==> src/rtl/bk_pkg.sv <==
// Shared constants and state type for the 12-bit Brent-Kung adder and its
// operand-recovery checker.
package bk_pkg;

    localparam int WIDTH = 12;
    localparam int DIGIT = 2;
    localparam int NDIG  = WIDTH / DIGIT;
    localparam int KW    = (NDIG > 1) ? $clog2(NDIG) : 1;

    typedef enum logic [1:0] {
        IDLE = 2'd0,
        RUN  = 2'd1,
        DONE = 2'd2
    } state_e;

endpackage

==> src/rtl/bk_digit_sub.sv <==
// One DIGIT-wide slice of a ripple subtractor: diff = a - b - bin, with the
// borrow out taken from the extra top bit of the widened difference.
module bk_digit_sub #(
    parameter int DIGIT = 2
) (
    input  logic [DIGIT-1:0] a_i,
    input  logic [DIGIT-1:0] b_i,
    input  logic             bin_i,
    output logic [DIGIT-1:0] diff_o,
    output logic             bout_o
);

    logic [DIGIT:0] full;

    assign full   = {1'b0, a_i} - {1'b0, b_i} - {{DIGIT{1'b0}}, bin_i};
    assign diff_o = full[DIGIT-1:0];
    assign bout_o = full[DIGIT];

endmodule

==> src/rtl/bk_sum_recover.sv <==
// Recovers operand B = S - A from a logged adder sum, DIGIT bits per cycle,
// with valid/ready on both sides and an error flag when no legal B exists.
module bk_sum_recover #(
    parameter int WIDTH = bk_pkg::WIDTH,
    parameter int DIGIT = bk_pkg::DIGIT
) (
    input  logic             clk,
    input  logic             rst,
    input  logic             in_valid,
    output logic             in_ready,
    input  logic [WIDTH:0]   sum_i,
    input  logic [WIDTH-1:0] a_i,
    output logic             out_valid,
    input  logic             out_ready,
    output logic [WIDTH-1:0] b_o,
    output logic             err_o
);
    import bk_pkg::*;

    localparam int NUM_DIG = WIDTH / DIGIT;
    localparam int CNT_W   = (NUM_DIG > 1) ? $clog2(NUM_DIG) : 1;
    localparam logic [CNT_W-1:0] K_LAST = CNT_W'(NUM_DIG - 1);

    generate
        if (WIDTH % DIGIT != 0) begin : g_bad_digit
            $error("bk_sum_recover: WIDTH must be a multiple of DIGIT");
        end
    endgenerate

    // Handshake: a transfer happens on a rising edge where valid and ready
    // are both high; valid never depends combinationally on ready.
    state_e           state_q, state_d;
    logic [WIDTH:0]   s_q, s_d;
    logic [WIDTH-1:0] a_q, a_d;
    logic [WIDTH-1:0] res_q, res_d;
    logic             borrow_q, borrow_d;
    logic [CNT_W-1:0] k_q, k_d;
    logic             err_q, err_d;
    logic             in_ready_q, in_ready_d;
    logic             out_valid_q, out_valid_d;

    logic [DIGIT-1:0] s_dig, a_dig, diff;
    logic             bout;

    assign s_dig = s_q[k_q*DIGIT +: DIGIT];
    assign a_dig = a_q[k_q*DIGIT +: DIGIT];

    bk_digit_sub #(.DIGIT(DIGIT)) u_digit_sub (
        .a_i    (s_dig),
        .b_i    (a_dig),
        .bin_i  (borrow_q),
        .diff_o (diff),
        .bout_o (bout)
    );

    always_comb begin
        state_d     = state_q;
        s_d         = s_q;
        a_d         = a_q;
        res_d       = res_q;
        borrow_d    = borrow_q;
        k_d         = k_q;
        err_d       = err_q;
        in_ready_d  = in_ready_q;
        out_valid_d = out_valid_q;
        case (state_q)
            IDLE: begin
                if (in_valid && in_ready_q) begin
                    s_d        = sum_i;
                    a_d        = a_i;
                    borrow_d   = 1'b0;
                    k_d        = '0;
                    in_ready_d = 1'b0;
                    state_d    = RUN;
                end
            end
            RUN: begin
                res_d[k_q*DIGIT +: DIGIT] = diff;
                borrow_d = bout;
                if (k_q == K_LAST) begin
                    // Legal only when the carry-out exactly cancels the final borrow.
                    err_d       = bout ^ s_q[WIDTH];
                    k_d         = '0;
                    out_valid_d = 1'b1;
                    state_d     = DONE;
                end else begin
                    k_d = k_q + 1'b1;
                end
            end
            DONE: begin
                if (out_ready) begin
                    out_valid_d = 1'b0;
                    in_ready_d  = 1'b1;
                    state_d     = IDLE;
                end
            end
            default: begin
                out_valid_d = 1'b0;
                in_ready_d  = 1'b1;
                state_d     = IDLE;
            end
        endcase
    end

    always_ff @(posedge clk or posedge rst) begin
        if (rst) begin
            state_q     <= IDLE;
            s_q         <= '0;
            a_q         <= '0;
            res_q       <= '0;
            borrow_q    <= 1'b0;
            k_q         <= '0;
            err_q       <= 1'b0;
            in_ready_q  <= 1'b1;
            out_valid_q <= 1'b0;
        end else begin
            state_q     <= state_d;
            s_q         <= s_d;
            a_q         <= a_d;
            res_q       <= res_d;
            borrow_q    <= borrow_d;
            k_q         <= k_d;
            err_q       <= err_d;
            in_ready_q  <= in_ready_d;
            out_valid_q <= out_valid_d;
        end
    end

    assign in_ready  = in_ready_q;
    assign out_valid = out_valid_q;
    assign b_o       = res_q;
    assign err_o     = err_q;

endmodule
==> config.mk <==
export PLATFORM = sky130hd
export DESIGN_NAME = bk_sum_recover
export DESIGN_NICKNAME = d
export VERILOG_FILES = /design/src/rtl/bk_pkg.sv /design/src/rtl/bk_digit_sub.sv /design/src/rtl/bk_sum_recover.sv
export SDC_FILE = /design/constraint.sdc
export NUM_CORES = 1
export LEC_CHECK = 0
export CAP_MARGIN = 20
export CORE_UTILIZATION = 51
export DETAILED_ROUTE_END_ITERATION = 7
export PLACE_DENSITY = 0.85
export SETUP_SLACK_MARGIN = 0.15
export SYNTH_ARGS = -nofsm -noshare
export SYNTH_HDL_FRONTEND = slang
export SYNTH_HIERARCHICAL = 1
export SYNTH_SLANG_ARGS = --single-unit
==> constraint.sdc <==
create_clock -name clk -period 3.4 [get_ports clk]
set_clock_uncertainty 0.15 [all_clocks]
set_input_delay 0.68 -clock clk [delete_from_list [all_inputs] [get_ports clk]]
set_output_delay 0.68 -clock clk [all_outputs]
set_load 0.05 [all_outputs]
; Yosys cells after proc, flatten, opt, wreduce, memory -nomap -nowiden
; Index checks and enable logic that the tools add are counted.
[totals]
register_bits = 46
inputBits = 29
elab_cells = 50
[classes]
add_sub_neg = 4
eq_ne = 6
n_shift = 4
n_mux = 15
bitwise = 3
n_reduce_logical = 9
[op_table]
columns = cell, count
row1 = $neg 4->34, 1
row2 = $shift 2x34->12 const A, 1
row3 = $shiftx 2x34->12, 1
row4 = $shiftx 13x5->2, 1
row5 = $bwmux 12, 1
row6 = $shiftx 12x5->2, 1
row7 = $reduce_and 3->1, 3
row8 = $mux 2, 3
row9 = $mux 3, 2
row10 = $ne 2x2->1 const B, 3
row11 = $pmux 1 s3, 2
row12 = $pmux 2 s3, 1
row13 = $pmux 3 s2, 1
row14 = $reduce_and 2->1, 3
row15 = $mux 1, 4
row16 = $add 3x1->3 const B, 1
row17 = $eq 3x3->1 const B, 1
row18 = $sub 2x2->3, 1
row19 = $sub 3x1->3, 1
row20 = $eq 2x1->1 const B, 1
row21 = $eq 2x2->1 const B, 1
row22 = $logic_not 2->1, 1
row23 = $not 1->1, 2
row24 = $pmux 1 s2, 1
row25 = 3 further kinds, 3

; Depth between registers and ports, before layout
[logic_depth]
ltp_word = 5
depth_mapped = 11
mapped_depth_nobuf = 9

; Cells and area by module
; Netlist, hierarchy kept.
[modules_own_cells]
columns = module, instances, cells_each, area_per_inst_um2, seq_area_each_um2
row1 = bk_sum_recover, 1, 219, 2160.8, 1152.4
row2 = bk_digit_sub, 1, 8, 62.6, 0.0

; Least setup slack after synthesis
; Ideal clock, no wire load.
[synth_path]
path_kind = reg2reg
from = reg k_q[0]
to = reg res_q[0], in the netlist b_o[0]
t_arrival_ps = 2560
t_required_ps = 3125
path_slack_ps = 565
stages_incl_launch_ff = 9
path_cell_list = dfrtp_1 -> buf_2 -> buf_2 -> inv_1 -> ha_1 -> ha_1 -> or3b_2 -> or4_4 -> mux2_4
[synth_between]
elab_chain_cells = 5
word_cells_on_any_way = 8
classes_between = 3 x add/sub / 4 x shift / 1 x mux
[synth_lines]
columns = element, line
row1 = "start, declared", bk_sum_recover.sv:37  ; logic [CNT_W-1:0] k_q, k_d;
row2 = "start signal, assigned", bk_sum_recover.sv:122  ; k_q <= k_d;
row3 = $shiftx 13x5->2 or $shiftx 12x5->2 (tied branches), "bk_sum_recover.sv:45, bk_sum_recover.sv:46"
row4 = $sub 2x2->3, bk_digit_sub.sv:15  ; assign full = {1'b0, a_i} - {1'b0, b_i} - {{DIGIT{1'b0}}, bin_i};
row5 = $sub 3x1->3, bk_digit_sub.sv:15
row6 = $shiftx 2x34->12, bk_sum_recover.sv:78  ; res_d[k_q*DIGIT +: DIGIT] = diff;
row7 = $bwmux 12 (*), bk_sum_recover.sv:78
row8 = "end signal, assigned", bk_sum_recover.sv:120  ; res_q <= res_d;
row9 = "end, declared", bk_sum_recover.sv:35  ; logic [WIDTH-1:0] res_q, res_d;
; Every way passes the cells marked *; elsewhere a longest branch is shown, timed or not.
; A chain may end at the register's enable or synchronous reset.

; Final worst setup path
[layout_path]
from = reg k_q[0]
to = reg res_q[1], in the netlist b_o[1]
; The elaborated chain is that of the path after synthesis.

==> impl_metrics.json <==
{
  "outcome": "completed",
  "setup.worst_path.class": "reg -> reg",
  "asr_flop_ratio_synth_pct": 100,
  "layout_worst_path_cycle_share_pct": 84.7,
  "most_common_cell_after_layout_fill_and_taps_aside": "sky130_fd_sc_hd__nand2_1",
  "synth-seq-area-share_pct": 51.8,
  "worst-endpoint-arrival_ps": 2930,
  "hp-start": "a_q[7]",
  "worst_min_delay_path_class": "reg -> reg",
  "grt_start_max_net_pins": 31,
  "row_count": 23,
  "worst_path_dominant_cell_family": "simple AND/OR/NAND/NOR gates",
  "layout_common_cells": "sky130_fd_sc_hd__nand2_1, sky130_fd_sc_hd__dfrtp_1, sky130_fd_sc_hd__clkdlybuf4s50_1, sky130_fd_sc_hd__mux2i_1, sky130_fd_sc_hd__mux2_2",
  "die_w_um": 68.0,
  "postPlaceCellArea_mm2": 0.00270,
  "finalPower_w": 0.00256,
  "floorplan.io_pins": 44,
  "cts.sinks": 46,
  "area_growth_syn_to_layout_pct": 26.6,
  "power.internal_w": 0.00146,
  "cts-root-to-sink-buffers": 2,
  "endpoint_kind": "register",
  "ys_ff_latch": 46,
  "peakVddDrop_mv": 0.349,
  "timing.critical_path.fanout_max": 16,
  "resize_count_post_cts": 0,
  "tritoncts.num_buffers": 5,
  "cts_hold_repair.buffers": 0,
  "setup_ws_final_ps": 521,
  "worst-r2r-setup-slack_ps": 520,
  "synth_area_leader_cell": "sky130_fd_sc_hd__dfrtp_1",
  "timing.max_slew.rel_slack_pct": 61.3,
  "switching_share_pct": 43.0,
  "gr_overflow_total": 0,
  "slowest_delay_ps": 720,
  "total_leakage_power_nw": 1.38,
  "critical_path.reg2reg.endpoint": "b_o[1]",
  "synth.distinct_cells": 37,
  "finalNonFillerCells": 322,
  "drt_pre_antenna_iters": 6,
  "ant_nets": 0,
  "post-route-cell-area_mm2": 0.00281,
  "final.setup.tns_ps": 0,
  "die_height_um": 68.0,
  "postCtsSetupRepairBufs": 0,
  "synth_nets": 263,
  "dpl.hpwl_um": 3160,
  "grt_first_pass_wirelength_um": 7250,
  "first_global_vias": 1741,
  "ys_warnings": 6,
  "die_area_mm2": 0.00463,
  "drc": 0,
  "relative_contribution_of_sequential_cells_to_total_power_pct": 37.0,
  "power_frac_comb_pct": 49.5,
  "netlist.area_leader.share_pct": 50.6,
  "grt_use_total_pct": 21.6,
  "cp.buffers_inverters": 1,
  "cts.clk_slew.worst_paths_ps": 90,
  "worstHoldEndpoint": "a_q[7]",
  "synth_enable_flop_cells": 0,
  "first_iter_violations": 98,
  "rsz0062_at_grt": "false",
  "syn-instance-count": 227,
  "whs_path_depth": 2,
  "number_of_h_tree_levels": 2,
  "timing.critical_path.from_type": "register",
  "port_buffers": 43,
  "max_cap_violations": 0,
  "power_density_mw_per_mm2": 909,
  "num_vias": 1666,
  "final_net_count": 307,
  "timing_worst_slew_pin_value_ps": 581,
  "dp_worst_setup_slack_ps": 546,
  "crit_chain": "inv_1 > ha_1 > ha_1 > or3b_2 > or4_4 > mux2_4",
  "r2r.worst_path.cells": 6,
  "tritoncts": "yes",
  "yosys-top-cells-area": "sky130_fd_sc_hd__dfrtp_1, sky130_fd_sc_hd__nand2_1, sky130_fd_sc_hd__mux2i_1",
  "synth.cell_area_mm2": 0.00222,
  "design.core.area_mm2": 0.00409,
  "insertion_delay_ps": 300,
  "wirelength_um": 4400,
  "maximum_achievable_frequency_mhz": 347,
  "slew_viol_final": 0,
  "effective_utilization_at_floorplan_pct": 54.4,
  "initial_antenna_violation_count": 0,
  "post_route_cells_drive_above_1_share_pct": 10.3,
  "root_buffer": "sky130_fd_sc_hd__clkbuf_8",
  "slowest_stage": "sky130_fd_sc_hd__dfrtp_1",
  "reg2reg_from": "k_q[0]",
  "synth_flop_cell": "sky130_fd_sc_hd__dfrtp_1",
  "switching_power_w": 0.00110,
  "post-place-cells": 313,
  "diodes": 0,
  "critical_path.most_common_cell": "sky130_fd_sc_hd__ha_1",
  "final-hold-violation-count": 0,
  "routed_via_density": 5.17,
  "post_synth.cell_area_avg_um2": 9.79,
  "last_weighted_congestion_value_of_the_routability_driven_placer": 0.815,
  "post-route-min-period_ps": 2880,
  "p_clk_share_pct": 13.4,
  "required_ps": 3450,
  "report.final.setup_viol": 0,
  "detail_route.wl_per_cell_um": 13.7
}
-- final cells by class --
cell class / count / area, um2
multi-input cells: 160 / 990
fillers: 339 / 1270
repair buffers: 48 / 480
flip-flops and latches: 46 / 1150
clock inverters: 1 / 5.00
clock buffers: 7 / 86.3
well taps: 50 / 62.6
inverters: 10 / 37.5
-- worst reg2reg max path: cells and delay by family (launching register included) --
kind / cells / cell delay [ps]
simple gates: 2 / 920
flops: 1 / 720
fa+ha+maj: 2 / 570
mux: 1 / 310
buf+inv: 1 / 100
-- metal layers --
metal  share of wire, %  global-route usage, %  vias up
li1                   -                      -      829
met1                 43                   23.8      788
met2                 52                   38.7       42
met3                3.4                   5.67        7
met4                1.7                   9.38        0
met5                  0                      0        -
-- flip-flops by register name, indices dropped and copies added, names as in the netlist --
register   count
s_q           13
a_q           12
b_o           12
k_q            3
state_q        2
borrow_q       1
err_o          1
in_ready       1
out_valid      1
-- synth_stat cells, types with 3 or more instances --
cell type,count
sky130_fd_sc_hd__nand2_1,88
sky130_fd_sc_hd__dfrtp_1,45
sky130_fd_sc_hd__mux2i_1,12
sky130_fd_sc_hd__inv_1,10
sky130_fd_sc_hd__mux2_2,10
sky130_fd_sc_hd__o21ai_0,7
sky130_fd_sc_hd__clkbuf_1,6
sky130_fd_sc_hd__ha_1,5
sky130_fd_sc_hd__nand3_1,3
sky130_fd_sc_hd__nor2_1,3
sky130_fd_sc_hd__nor4bb_1,3
sky130_fd_sc_hd__o22a_1,3
-- kinds of logic after synthesis --
| family | count (synthesis) | share of synthesized area (%) |
|---|---|---|
| AND/OR/NAND/NOR | 112 | 22.5 |
| AO/OA/AOI/OAI | 16 | 4.56 |
| multiplexers | 24 | 11.8 |
| adder cells (fa/ha/maj) | 7 | 4.61 |
| flip-flops | 46 | 51.8 |
| XOR/XNOR | 1 | 0.394 |
| buffers and inverters | 21 | 4.33 |
-- worst max path at each step --
stage / cells after the start / end / from / slack (ps)
floorplan: 8 / b_o[0] / k_q[0] / 560
global placement: 6 / b_o[1] / k_q[0] / 650
detailed placement: 6 / b_o[1] / k_q[0] / 550
CTS: 6 / b_o[1] / k_q[0] / 530
global route: 6 / b_o[1] / k_q[0] / 390
finish: 6 / b_o[1] / k_q[0] / 520
-- power by group through the flow --
| stage | combinational, W | sequential, W | clock, W |
|---|---|---|---|
| 6_report | 0.00127 | 0.000947 | 0.000344 |
| 5_1_grt | 0.00139 | 0.000970 | 0.000373 |
| 4_1_cts | 0.00127 | 0.000946 | 0.000352 |
| 3_5_place_dp | 0.00126 | 0.000959 | 0 |
| 3_3_place_gp | 0.00122 | 0.000945 | 0 |
| 2_1_floorplan | 0.000720 | 0.00113 | 0 |
-- per-stage QoR --
stage | hold WS [ps] | utilization (%)
6_report | 331 | 68.9
5_1_grt | 351 | 68.9
4_1_cts | 336 | 68.4
3_5_place_dp | 317 | 66.1
3_3_place_gp | 309 | 66.1
2_1_floorplan | 295 | -
Power figures use the tool's default switching activity.
